File: src/rtl/pipelined_shifter_if.sv
// Stream interface for the pipelined barrel shifter.
// Input side: an op (operand, shift amount, mode, tag) with a valid/ready handshake.
// Output side: the result with its tag, also with a valid/ready handshake.
interface pipelined_shifter_if #(
    parameter int WIDTH = 32,
    parameter int TAG_W = 4
);
    localparam int SHAMT_W = $clog2(WIDTH);

    logic               in_valid;
    logic               in_ready;
    logic [WIDTH-1:0]   in_data;
    logic [SHAMT_W-1:0] in_shamt;
    logic [1:0]         in_op;
    logic [TAG_W-1:0]   in_tag;

    logic               out_valid;
    logic               out_ready;
    logic [WIDTH-1:0]   out_data;
    logic [TAG_W-1:0]   out_tag;

    // Producer of ops and consumer of results.
    modport master (
        output in_valid, in_data, in_shamt, in_op, in_tag, out_ready,
        input  in_ready, out_valid, out_data, out_tag
    );

    // The shifter itself.
    modport slave (
        input  in_valid, in_data, in_shamt, in_op, in_tag, out_ready,
        output in_ready, out_valid, out_data, out_tag
    );
endinterface

File: src/rtl/pipelined_shifter.sv
// Pipelined barrel shifter: SRL, SRA, SLL and ROR on a valid/ready stream.
// One mux layer per shift-amount bit; layer k shifts by 2^k when shamt[k] is set.
// PIPELINED=1 registers after every layer (latency SHAMT_W), PIPELINED=0 uses a
// single output register behind all layers (latency 1).
// WIDTH must be a power of two and at least 4.
// Each stage carries its own op, tag, remaining shamt and the operand's original
// sign bit, so mixed-mode streams flow without any global mode state.
module pipelined_shifter #(
    parameter int WIDTH     = 32,
    parameter int TAG_W     = 4,
    parameter int PIPELINED = 1
) (
    input  logic          clock,
    input  logic          reset_n,
    pipelined_shifter_if.slave bus
);
    localparam int SHAMT_W = $clog2(WIDTH);
    localparam int NSTG    = (PIPELINED != 0) ? SHAMT_W : 1;

    localparam logic [1:0] OP_SRL = 2'b00;
    localparam logic [1:0] OP_SRA = 2'b01;
    localparam logic [1:0] OP_SLL = 2'b10;

    typedef struct packed {
        logic [WIDTH-1:0]   data;
        logic [SHAMT_W-1:0] shamt;
        logic [1:0]         op;
        logic [TAG_W-1:0]   tag;
        logic               sign;
    } stage_t;

    // One shift layer by a fixed amount; SRA fills from the sign captured at
    // input, which stays correct even after earlier layers already shifted.
    function automatic logic [WIDTH-1:0] shift_layer(
        input logic [WIDTH-1:0] d,
        input logic [1:0]       op,
        input logic             sign,
        input int               amt
    );
        logic [WIDTH-1:0] fill;
        fill = ~({WIDTH{1'b1}} >> amt);
        case (op)
            OP_SRL:  return d >> amt;
            OP_SRA:  return (d >> amt) | (sign ? fill : '0);
            OP_SLL:  return d << amt;
            default: return (d >> amt) | (d << (WIDTH - amt));
        endcase
    endfunction

    // Applies layers lo..hi in order, each gated by its shamt bit.
    function automatic logic [WIDTH-1:0] apply_layers(
        input logic [WIDTH-1:0]   d,
        input logic [SHAMT_W-1:0] shamt,
        input logic [1:0]         op,
        input logic               sign,
        input int                 lo,
        input int                 hi
    );
        logic [WIDTH-1:0] r;
        r = d;
        for (int k = lo; k <= hi; k++) begin
            if (shamt[k]) begin
                r = shift_layer(r, op, sign, 1 << k);
            end
        end
        return r;
    endfunction

    logic   [NSTG-1:0] stg_valid;
    logic   [NSTG-1:0] advance;
    stage_t [NSTG-1:0] stg_payload;
    logic              in_ready_int;

    // Stall chain: a stage loads when it is empty or its successor moves on;
    // evaluated from the output end back towards the input.
    always_comb begin
        advance = '0;
        advance[NSTG-1] = bus.out_ready | ~stg_valid[NSTG-1];
        for (int i = NSTG - 2; i >= 0; i--) begin
            advance[i] = ~stg_valid[i] | advance[i+1];
        end
    end

    assign in_ready_int = reset_n & advance[0];
    assign bus.in_ready = in_ready_int;

    for (genvar g = 0; g < NSTG; g++) begin : g_stage
        localparam int LO = (PIPELINED != 0) ? g : 0;
        localparam int HI = (PIPELINED != 0) ? g : SHAMT_W - 1;

        stage_t src;
        logic   src_valid;
        stage_t shifted;
        stage_t payload_q;
        logic   valid_q;

        if (g == 0) begin : g_head
            assign src_valid = bus.in_valid & in_ready_int;
            assign src = {bus.in_data, bus.in_shamt, bus.in_op, bus.in_tag,
                          bus.in_data[WIDTH-1]};
        end else begin : g_body
            assign src_valid = stg_valid[g-1];
            assign src       = stg_payload[g-1];
        end

        // Mux layer(s) belonging to this stage; everything else passes through.
        always_comb begin
            shifted      = src;
            shifted.data = apply_layers(src.data, src.shamt, src.op, src.sign, LO, HI);
        end

        // Stage register: reset drops in-flight ops; payload only moves with a real op.
        always_ff @(posedge clock) begin
            if (!reset_n) begin
                valid_q   <= 1'b0;
                payload_q <= '0;
            end else if (advance[g]) begin
                valid_q <= src_valid;
                if (src_valid) begin
                    payload_q <= shifted;
                end
            end
        end

        assign stg_valid[g]   = valid_q;
        assign stg_payload[g] = payload_q;
    end

    assign bus.out_valid = stg_valid[NSTG-1];
    assign bus.out_data  = stg_payload[NSTG-1].data;
    assign bus.out_tag   = stg_payload[NSTG-1].tag;

    logic unused_tail;
    assign unused_tail = ^{stg_payload[NSTG-1].shamt, stg_payload[NSTG-1].op,
                           stg_payload[NSTG-1].sign};
endmodule
File: src/flat_wrapper.sv
// flat-port wrapper written by rule: the top's interface ports become plain ports
module pipelined_shifter_flat 
#(
    parameter int WIDTH     = 32,
    parameter int TAG_W     = 4,
    parameter int PIPELINED = 1
)
  (clock, reset_n, bus_in_valid, bus_in_data, bus_in_shamt, bus_in_op, bus_in_tag, bus_out_ready, bus_in_ready, bus_out_valid, bus_out_data, bus_out_tag);
  pipelined_shifter_if #(.WIDTH(WIDTH), .TAG_W(TAG_W)) bus_i ();
  input  logic clock;
  input  logic reset_n;
  input wire logic [$bits(bus_i.in_valid)-1:0] bus_in_valid;
  input wire logic [$bits(bus_i.in_data)-1:0] bus_in_data;
  input wire logic [$bits(bus_i.in_shamt)-1:0] bus_in_shamt;
  input wire logic [$bits(bus_i.in_op)-1:0] bus_in_op;
  input wire logic [$bits(bus_i.in_tag)-1:0] bus_in_tag;
  input wire logic [$bits(bus_i.out_ready)-1:0] bus_out_ready;
  output wire logic [$bits(bus_i.in_ready)-1:0] bus_in_ready;
  output wire logic [$bits(bus_i.out_valid)-1:0] bus_out_valid;
  output wire logic [$bits(bus_i.out_data)-1:0] bus_out_data;
  output wire logic [$bits(bus_i.out_tag)-1:0] bus_out_tag;
  assign bus_i.in_valid = bus_in_valid;
  assign bus_i.in_data = bus_in_data;
  assign bus_i.in_shamt = bus_in_shamt;
  assign bus_i.in_op = bus_in_op;
  assign bus_i.in_tag = bus_in_tag;
  assign bus_i.out_ready = bus_out_ready;
  assign bus_in_ready = bus_i.in_ready;
  assign bus_out_valid = bus_i.out_valid;
  assign bus_out_data = bus_i.out_data;
  assign bus_out_tag = bus_i.out_tag;
  pipelined_shifter #(.WIDTH(WIDTH), .TAG_W(TAG_W), .PIPELINED(PIPELINED)) u_core (.clock(clock), .reset_n(reset_n), .bus(bus_i));
endmodule
File: config.mk
export PLATFORM = sky130hd
export DESIGN_NAME = pipelined_shifter_flat
export DESIGN_NICKNAME = d
export VERILOG_FILES = /design/src/rtl/pipelined_shifter_if.sv /design/src/rtl/pipelined_shifter.sv /design/src/flat_wrapper.sv
export SDC_FILE = /design/constraint.sdc
export NUM_CORES = 1
export LEC_CHECK = 0
export BUFFER_PORTS_ARGS = -buffer_cell sky130_fd_sc_hd__buf_4
export CORE_MARGIN = 2
export CORE_UTILIZATION = 50
export CTS_CLUSTER_DIAMETER = 40
export DETAILED_ROUTE_END_ITERATION = 8
export PLACE_DENSITY = 0.79
export SLEW_MARGIN = 5
export SYNTH_ARGS = -nofsm -noshare
export SYNTH_HDL_FRONTEND = slang
export SYNTH_SLANG_ARGS = --single-unit
File: constraint.sdc
create_clock -name clock -period 5.1 [get_ports clock]
set_clock_uncertainty 0.2 [all_clocks]
set_input_delay 1.53 -clock clock [delete_from_list [all_inputs] [get_ports clock]]
set_output_delay 1.53 -clock clock [all_outputs]
set_load 0.01 [all_outputs]
==> results.sh, run 1 <==
export IMPL_ir_worst_vdd_mv=0.262
export IMPL_final_min_clock_period_ns=4.14
export IMPL_power_density_nw_per_um2=341
export IMPL_rsz0062_at_grt="no"
export IMPL_ant_nets=0
export IMPL_wl_um=25000
export IMPL_clkTransAtPathRegs_ns=0.06
export IMPL_seqCellArea_um2=4140
export IMPL_initial_utilization_pct=50.8
export IMPL_criticalPathCategory="primary input to output pin"
export IMPL_yosysSeqAreaShare_pct=40.6
export IMPL_grt_pass1_wl_um=41800
export IMPL_syn_cell_area_um2=10200
export IMPL_route_detailed_drc=0
export IMPL_yosys_warnings=0
export IMPL_vias_per_cell=6.00
export IMPL_crit_arrival_ns=2.41
export IMPL_crit_path_top_delay_cell="nand4b_1"
export IMPL_avgSynthCellArea_um2=7.76
export IMPL_area_growth_pct=15.4
export IMPL_ys_types=39
export IMPL_dp_hpwl_um=16500
export IMPL_status="finished, final reports clean"
export IMPL_drv_slew=0
export IMPL_post_cts_resized=0
export IMPL_grt_pass1_vias=8527
export IMPL_utilization_pct=58.6
export IMPL_slowest_delay_ns=0.32
export IMPL_crit_buf_inv=2
export IMPL_synth_edf_count=0
export IMPL_tns_ns=0
export IMPL_track_usage_pct=22.7
export IMPL_regToRegSetupSlack_ns=2.51
export IMPL_start_kind="primary input"
export IMPL_cts_buffers=28
export IMPL_wire_per_inst_um=15.6
export IMPL_yosys_cell_count_top_type="nand2_1"
export IMPL_setup_violations=0
export IMPL_leakagePower_uw=0.00408
export IMPL_num_vias=9636
export IMPL_hold_buffers=0
export IMPL_postCtsSetupBuffers=0
export IMPL_num_antenna_cells=0
export IMPL_fillers=1867
export IMPL_num_io_pins=85
export IMPL_portBuffers=84
export IMPL_die_area_um2=21600
export IMPL_cts_root_buf="clkbuf_16"
export IMPL_antenna_found_initial=0
export IMPL_num_rows=52
export IMPL_cp_max_fo=5
export IMPL_slew_headroom_pct=25.4
export IMPL_cp_required_ns=3.37
export IMPL_worstMarginPinSlew_ns=1.12
export IMPL_layout_drive_gt1_share_pct=19.6
export IMPL_die_y_um=147
export IMPL_cts_tree="done"
export IMPL_hp_class="register to register"
export IMPL_synthCells=1316
export IMPL_multi_input_comb_area_um2=5490
export IMPL_clock_fmax_ghz=0.241
export IMPL_path_cells="buf_4 -> nand4b_1 -> nor2_1 -> nor2b_1 -> buf_4"
export IMPL_ys_ff_latch=207
export IMPL_maxCapViolCount=0
export IMPL_clock_sinks=207
export IMPL_core_um2=20100
export IMPL_worst_setup_path_end_kind="output pin"
export IMPL_synth_common_cells="288 x nand2_1, 207 x dfxtp_1, 192 x o21ai_0"
export IMPL_grt_max_degree=204
export IMPL_grt_overflow=0
export IMPL_hold_viol=0
export IMPL_crit_top_cell="buf_4"
export IMPL_critPathTopFamily="simple AND/OR/NAND/NOR gates"
export IMPL_num_nets_final=1361
export IMPL_synth_top_area_cell="dfxtp_1"
export IMPL_synth_net_count=1363
export IMPL_cts_max_path_buffers=3
export IMPL_dominantRegCellSynth="dfxtp_1"
export IMPL_drt_iter0_markers=933
export IMPL_period_share_pct=81.2
export IMPL_cts_htree_levels=1
export IMPL_synth_top_area_share_pct=40.6
export IMPL_dr_pass1_iters=5
export IMPL_synthTopCellsByArea="dfxtp_1 41%, nand2_1 11%, o21ai_0 9.4%, a31o_2 7.6%, nand3_1 5.9%"
export IMPL_gp_congestion=0.822
export IMPL_dieWidth_um=147
export IMPL_async_reset_ff_share_pct=0
export IMPL_clock_latency_ns=0.52
[report_power, final]
group	internal, uW	switching (uW)	leakage, uW
Combinational	119	174	0.00192
Sequential	1670	49.0	0.00168
Clock	1270	742	0.000477
[cell usage in the layout (no fill, tap or decap), drive strengths merged, types with 4 or more instances in the layout]
cell type  netlist  final
a221oi          16     16
clkinvlp         0      4
a21oi           15     15
o211a            6      6
nor3b            9      9
a21boi          42     42
clkinv           1      8
dfxtp          207    207
inv              4      9
o21ai          207    207
nor2b           16     16
o211ai          32     32
a31o            95     95
nand2b          11     11
nor2            28     28
clkbuf          86     33
o21a             4      4
nand2          288    288
nand3          121    121
a311oi          49     49
buf             51    104
mux2            13     13
bufinv           0      4
[logic make-up after synthesis]
kind of cell | Yosys count | synth area share (%)
simple gates | 482 | 20.5
flops | 207 | 40.6
mux | 15 | 1.63
compound gates | 470 | 31.4
buf+inv | 142 | 5.86
[worst min-delay path, cell delays in order, from the launching register on]
cell	delay, ns
dfxtp_1	0.31
nand2_1	0.05
a21boi_1	0.05
[cell type report]
cell class | count | area share [%]
Multi-Input combinational cell | 967 | 46.6
Sequential cell | 207 | 35.2
Timing Repair Buffer | 105 | 6.85
Clock buffer | 32 | 6.34
Tap cell | 270 | 2.87
Clock inverter | 20 | 2.02
Inverter | 5 | 0.159
[sequential cells by signal, summed over array words and instances (netlist names)]
name                      cells
u_core.bus.out_data          32
u_core.bus.out_tag            4
u_core.bus.out_valid          1
u_core.g_stage.payload_q    166
u_core.g_stage.valid_q        4
[layer usage]
layer  track usage, %  vias to the layer above  share of wire (%)
met5                0                        -                  0
met4             7.82                        0                2.9
met3             2.89                       55                5.1
met2             36.1                      296                 45
met1             31.9                     4530                 47
li1                 -                     4755                  -
[stage by stage]
step	setup WS (ns)	cells	hold WS (ns)	power [uW]	instance area, um2
2_1_floorplan	1.01	1316	0.231	1950	10200
3_3_place_gp	0.985	1554	0.246	2030	10800
3_5_place_dp	0.984	1554	0.250	2040	10800
4_1_cts	0.970	1606	0.258	4040	11800
5_1_grt	0.864	1606	0.278	4160	11800
6_report	0.958	1606	0.257	4020	11800
[final timing paths]
| kind | cells after the start | end | from |
|---|---|---|---|
| setup / recovery | 5 | bus_in_ready | bus_out_ready |
| hold / removal | 2 | u_core.g_stage[3].payload_q[1]$_SDFFE_PN0P_ | u_core.g_stage[3].payload_q[1]$_SDFFE_PN0P_ |
| setup reg to reg | 4 | u_core.g_stage[3].payload_q[25]$_SDFFE_PN0P_ | u_core.g_stage[2].payload_q[6]$_SDFFE_PN0P_ |
| hold reg to reg | 2 | u_core.g_stage[3].payload_q[1]$_SDFFE_PN0P_ | u_core.g_stage[3].payload_q[1]$_SDFFE_PN0P_ |
Power figures use the tool's default switching activity.
==> run 2, diff against run 1 <==
--- a/config.mk
+++ b/config.mk
@@ -5,12 +5,13 @@
 export SDC_FILE = /design/constraint.sdc
 export NUM_CORES = 1
 export LEC_CHECK = 0
+export ABC_AREA = 1
 export BUFFER_PORTS_ARGS = -buffer_cell sky130_fd_sc_hd__buf_4
 export CORE_MARGIN = 2
 export CORE_UTILIZATION = 50
 export CTS_CLUSTER_DIAMETER = 40
 export DETAILED_ROUTE_END_ITERATION = 8
-export PLACE_DENSITY = 0.79
+export PLACE_DENSITY = 0.81
 export SLEW_MARGIN = 5
 export SYNTH_ARGS = -nofsm -noshare
 export SYNTH_HDL_FRONTEND = slang
==> constraint.sdc (replaced) <==
create_clock -name clock -period 3.63 [get_ports clock]
set_clock_uncertainty 0.2 [all_clocks]
set_input_delay 1.089 -clock clock [delete_from_list [all_inputs] [get_ports clock]]
set_output_delay 1.089 -clock clock [all_outputs]
set_load 0.01 [all_outputs]
==> results.sh, run 2 <==
export IMPL_status="finished, final reports clean"
export IMPL_layout_common_cells="276 x nor2_1, 264 x o21ai_0, 207 x dfxtp_1"
export IMPL_rsz0062_at_grt="no"
export IMPL_path_cells="buf_4 -> nor2_1 -> nand3_1 -> nor2_1 -> a21oi_2 -> buf_4"
export IMPL_grt_max_degree=168
export IMPL_critPathTopFamily="simple AND/OR/NAND/NOR gates"
export IMPL_drv_slew=0
export IMPL_num_io_pins=85
export IMPL_criticalPathCategory="primary input to output pin"
export IMPL_gp_congestion=0.840
export IMPL_synth_net_count=1535
export IMPL_dp_hpwl_um=16500
export IMPL_slew_headroom_pct=18.4
export IMPL_tns_ns=0
export IMPL_synth_common_cells="277 x nor2_1, 264 x o21ai_0, 207 x dfxtp_1"
export IMPL_dominantRegCellSynth="dfxtp_1"
export IMPL_hold_viol=0
export IMPL_num_rows=51
export IMPL_route_detailed_drc=0
export IMPL_syn_cell_area_um2=9980
export IMPL_ant_nets=0
export IMPL_core_um2=19500
export IMPL_yosys_cell_count_top_type="nor2_1"
export IMPL_utilization_pct=59.0
export IMPL_num_nets_final=1552
export IMPL_grt_pass1_wl_um=41800
export IMPL_worst_setup_path_end_kind="output pin"
export IMPL_synth_edf_count=0
export IMPL_clock_sinks=207
export IMPL_grt_overflow=0
export IMPL_cts_tree="done"
export IMPL_period_share_pct=92.1
export IMPL_yosysSeqAreaShare_pct=41.5
export IMPL_cp_required_ns=2.34
export IMPL_endpoint="bus_in_ready"
export IMPL_final_common_cell="nor2_1"
export IMPL_clkTransAtPathRegs_ns=0.06
export IMPL_cts_htree_levels=1
export IMPL_fillers=1866
export IMPL_post_cts_resized=0
export IMPL_crit_path_top_delay_cell="nor2_1"
export IMPL_power_density_nw_per_um2=492
export IMPL_leakagePower_uw=0.00476
export IMPL_track_usage_pct=22.8
export IMPL_dr_pass1_iters=5
export IMPL_avgSynthCellArea_um2=6.71
export IMPL_num_vias=9946
export IMPL_wl_um=25200
export IMPL_die_y_um=145
export IMPL_vias_per_cell=5.56
export IMPL_cp_num_cells=6
export IMPL_dieWidth_um=145
export IMPL_cts_buffers=28
export IMPL_wire_per_inst_um=14.1
export IMPL_cts_max_path_buffers=3
export IMPL_hold_ws_ns=0.275
export IMPL_synthCells=1488
export IMPL_timing_rr_start="u_core.g_stage[3].payload_q[6]$_SDFFE_PN0P_"
export IMPL_synthTopCellsByArea="dfxtp_1 42%, o21ai_0 13%, nor2_1 10%, a21oi_1 8.0%, nand2_1 5.8%"
export IMPL_slowest_delay_ns=0.26
export IMPL_maxCapViolCount=0
export IMPL_clock_fmax_ghz=0.299
export IMPL_area_growth_pct=15.4
export IMPL_initial_utilization_pct=51.1
export IMPL_ys_ff_latch=207
export IMPL_finalPower_uw=5670
export IMPL_synth_top_area_share_pct=41.5
export IMPL_final_cells=1790
export IMPL_grt_pass1_vias=8715
export IMPL_drt_iter0_markers=936
export IMPL_portBuffers=84
export IMPL_crit_buf_inv=2
export IMPL_hp_class="register to register"
export IMPL_yosys_warnings=0
export IMPL_place_inst=1740
export IMPL_cts_root_buf="clkbuf_16"
export IMPL_ys_types=27
export IMPL_ir_worst_vdd_mv=0.377
export IMPL_rr_endpoint="u_core.bus.out_data[0]$_SDFFE_PN0P_"
export IMPL_top_register="u_core.g_stage.payload_q"
export IMPL_startpoint="bus_out_ready"
export IMPL_crit_arrival_ns=2.05
export IMPL_reg2reg_depth=5
export IMPL_synth_top_area_cell="dfxtp_1"
export IMPL_antenna_found_initial=0
export IMPL_regToRegSetupSlack_ns=1.33
export IMPL_cp_max_fo=3
export IMPL_start_kind="primary input"
export IMPL_largest_register_ffs=166
export IMPL_die_area_um2=21100
export IMPL_worstMarginPinSlew_ns=1.22
export IMPL_hold_buffers=0
export IMPL_num_antenna_cells=0
export IMPL_setup_violations=0
export IMPL_async_reset_ff_share_pct=0
export IMPL_layout_drive_gt1_share_pct=10.7
export IMPL_final_min_clock_period_ns=3.34
export IMPL_postCtsSetupBuffers=0
export IMPL_clock_latency_ns=0.54
-- run 2: final cells by class --
cell class	count	area, um2	area share, %
clock buffer	33	739	6.42
clock inverter	17	200	1.74
inverter	138	518	4.50
multi-input combinational	1028	4810	41.8
sequential	207	4140	36.0
tap	265	332	2.88
timing repair buffer	102	778	6.75
-- run 2: worst min path at each step --
stage	slack [ns]	from	cells past startpoint	end
2_1_floorplan	0.24	u_core.g_stage[0].payload_q[11]$_SDFFE_PN0P_	2	u_core.g_stage[0].payload_q[11]$_SDFFE_PN0P_
3_3_place_gp	0.26	u_core.g_stage[0].payload_q[1]$_SDFFE_PN0P_	2	u_core.g_stage[0].payload_q[1]$_SDFFE_PN0P_
3_5_place_dp	0.27	u_core.g_stage[0].payload_q[10]$_SDFFE_PN0P_	2	u_core.g_stage[0].payload_q[10]$_SDFFE_PN0P_
4_1_cts	0.28	u_core.g_stage[0].payload_q[9]$_SDFFE_PN0P_	2	u_core.g_stage[0].payload_q[9]$_SDFFE_PN0P_
5_1_grt	0.28	u_core.g_stage[0].payload_q[1]$_SDFFE_PN0P_	2	u_core.g_stage[0].payload_q[1]$_SDFFE_PN0P_
6_report	0.27	u_core.g_stage[0].payload_q[9]$_SDFFE_PN0P_	2	u_core.g_stage[0].payload_q[9]$_SDFFE_PN0P_
-- run 2: per-stage QoR --
step                      worst slack [ns]  area (um2)
after CTS                            0.285       11500
after global placement               0.292       10600
after detailed placement             0.305       10600
after floorplan                      0.706        9980
final                                0.288       11500
after global routing                 0.217       11500
-- run 2: logic make-up after synthesis --
family                 synth area share [%]
DFF                                    41.5
AOI/OAI and AO/OA                      29.3
buffers and inverters                  10.4
and+or+nand+nor                        18.8
-- run 2: power by group --
group	internal [uW]	leakage [uW]	switching (uW)
Combinational	191	0.00262	331
Clock	1630	0.000455	1070
Sequential	2360	0.00169	75.9
-- run 2: routing by layer --
layer	vias up	track usage, %	part of all wire [%]
met5	-	0	0
li1	5004	-	-
met3	48	2.42	6.0
met2	359	37.0	46
met1	4535	32.2	46
met4	0	7.01	2.5
-- run 2: tightest hold or removal path, stage by stage, from the launching register on --
cell     delay (ns)
dfxtp_1        0.31
nand3_1        0.08
nand2_1        0.05
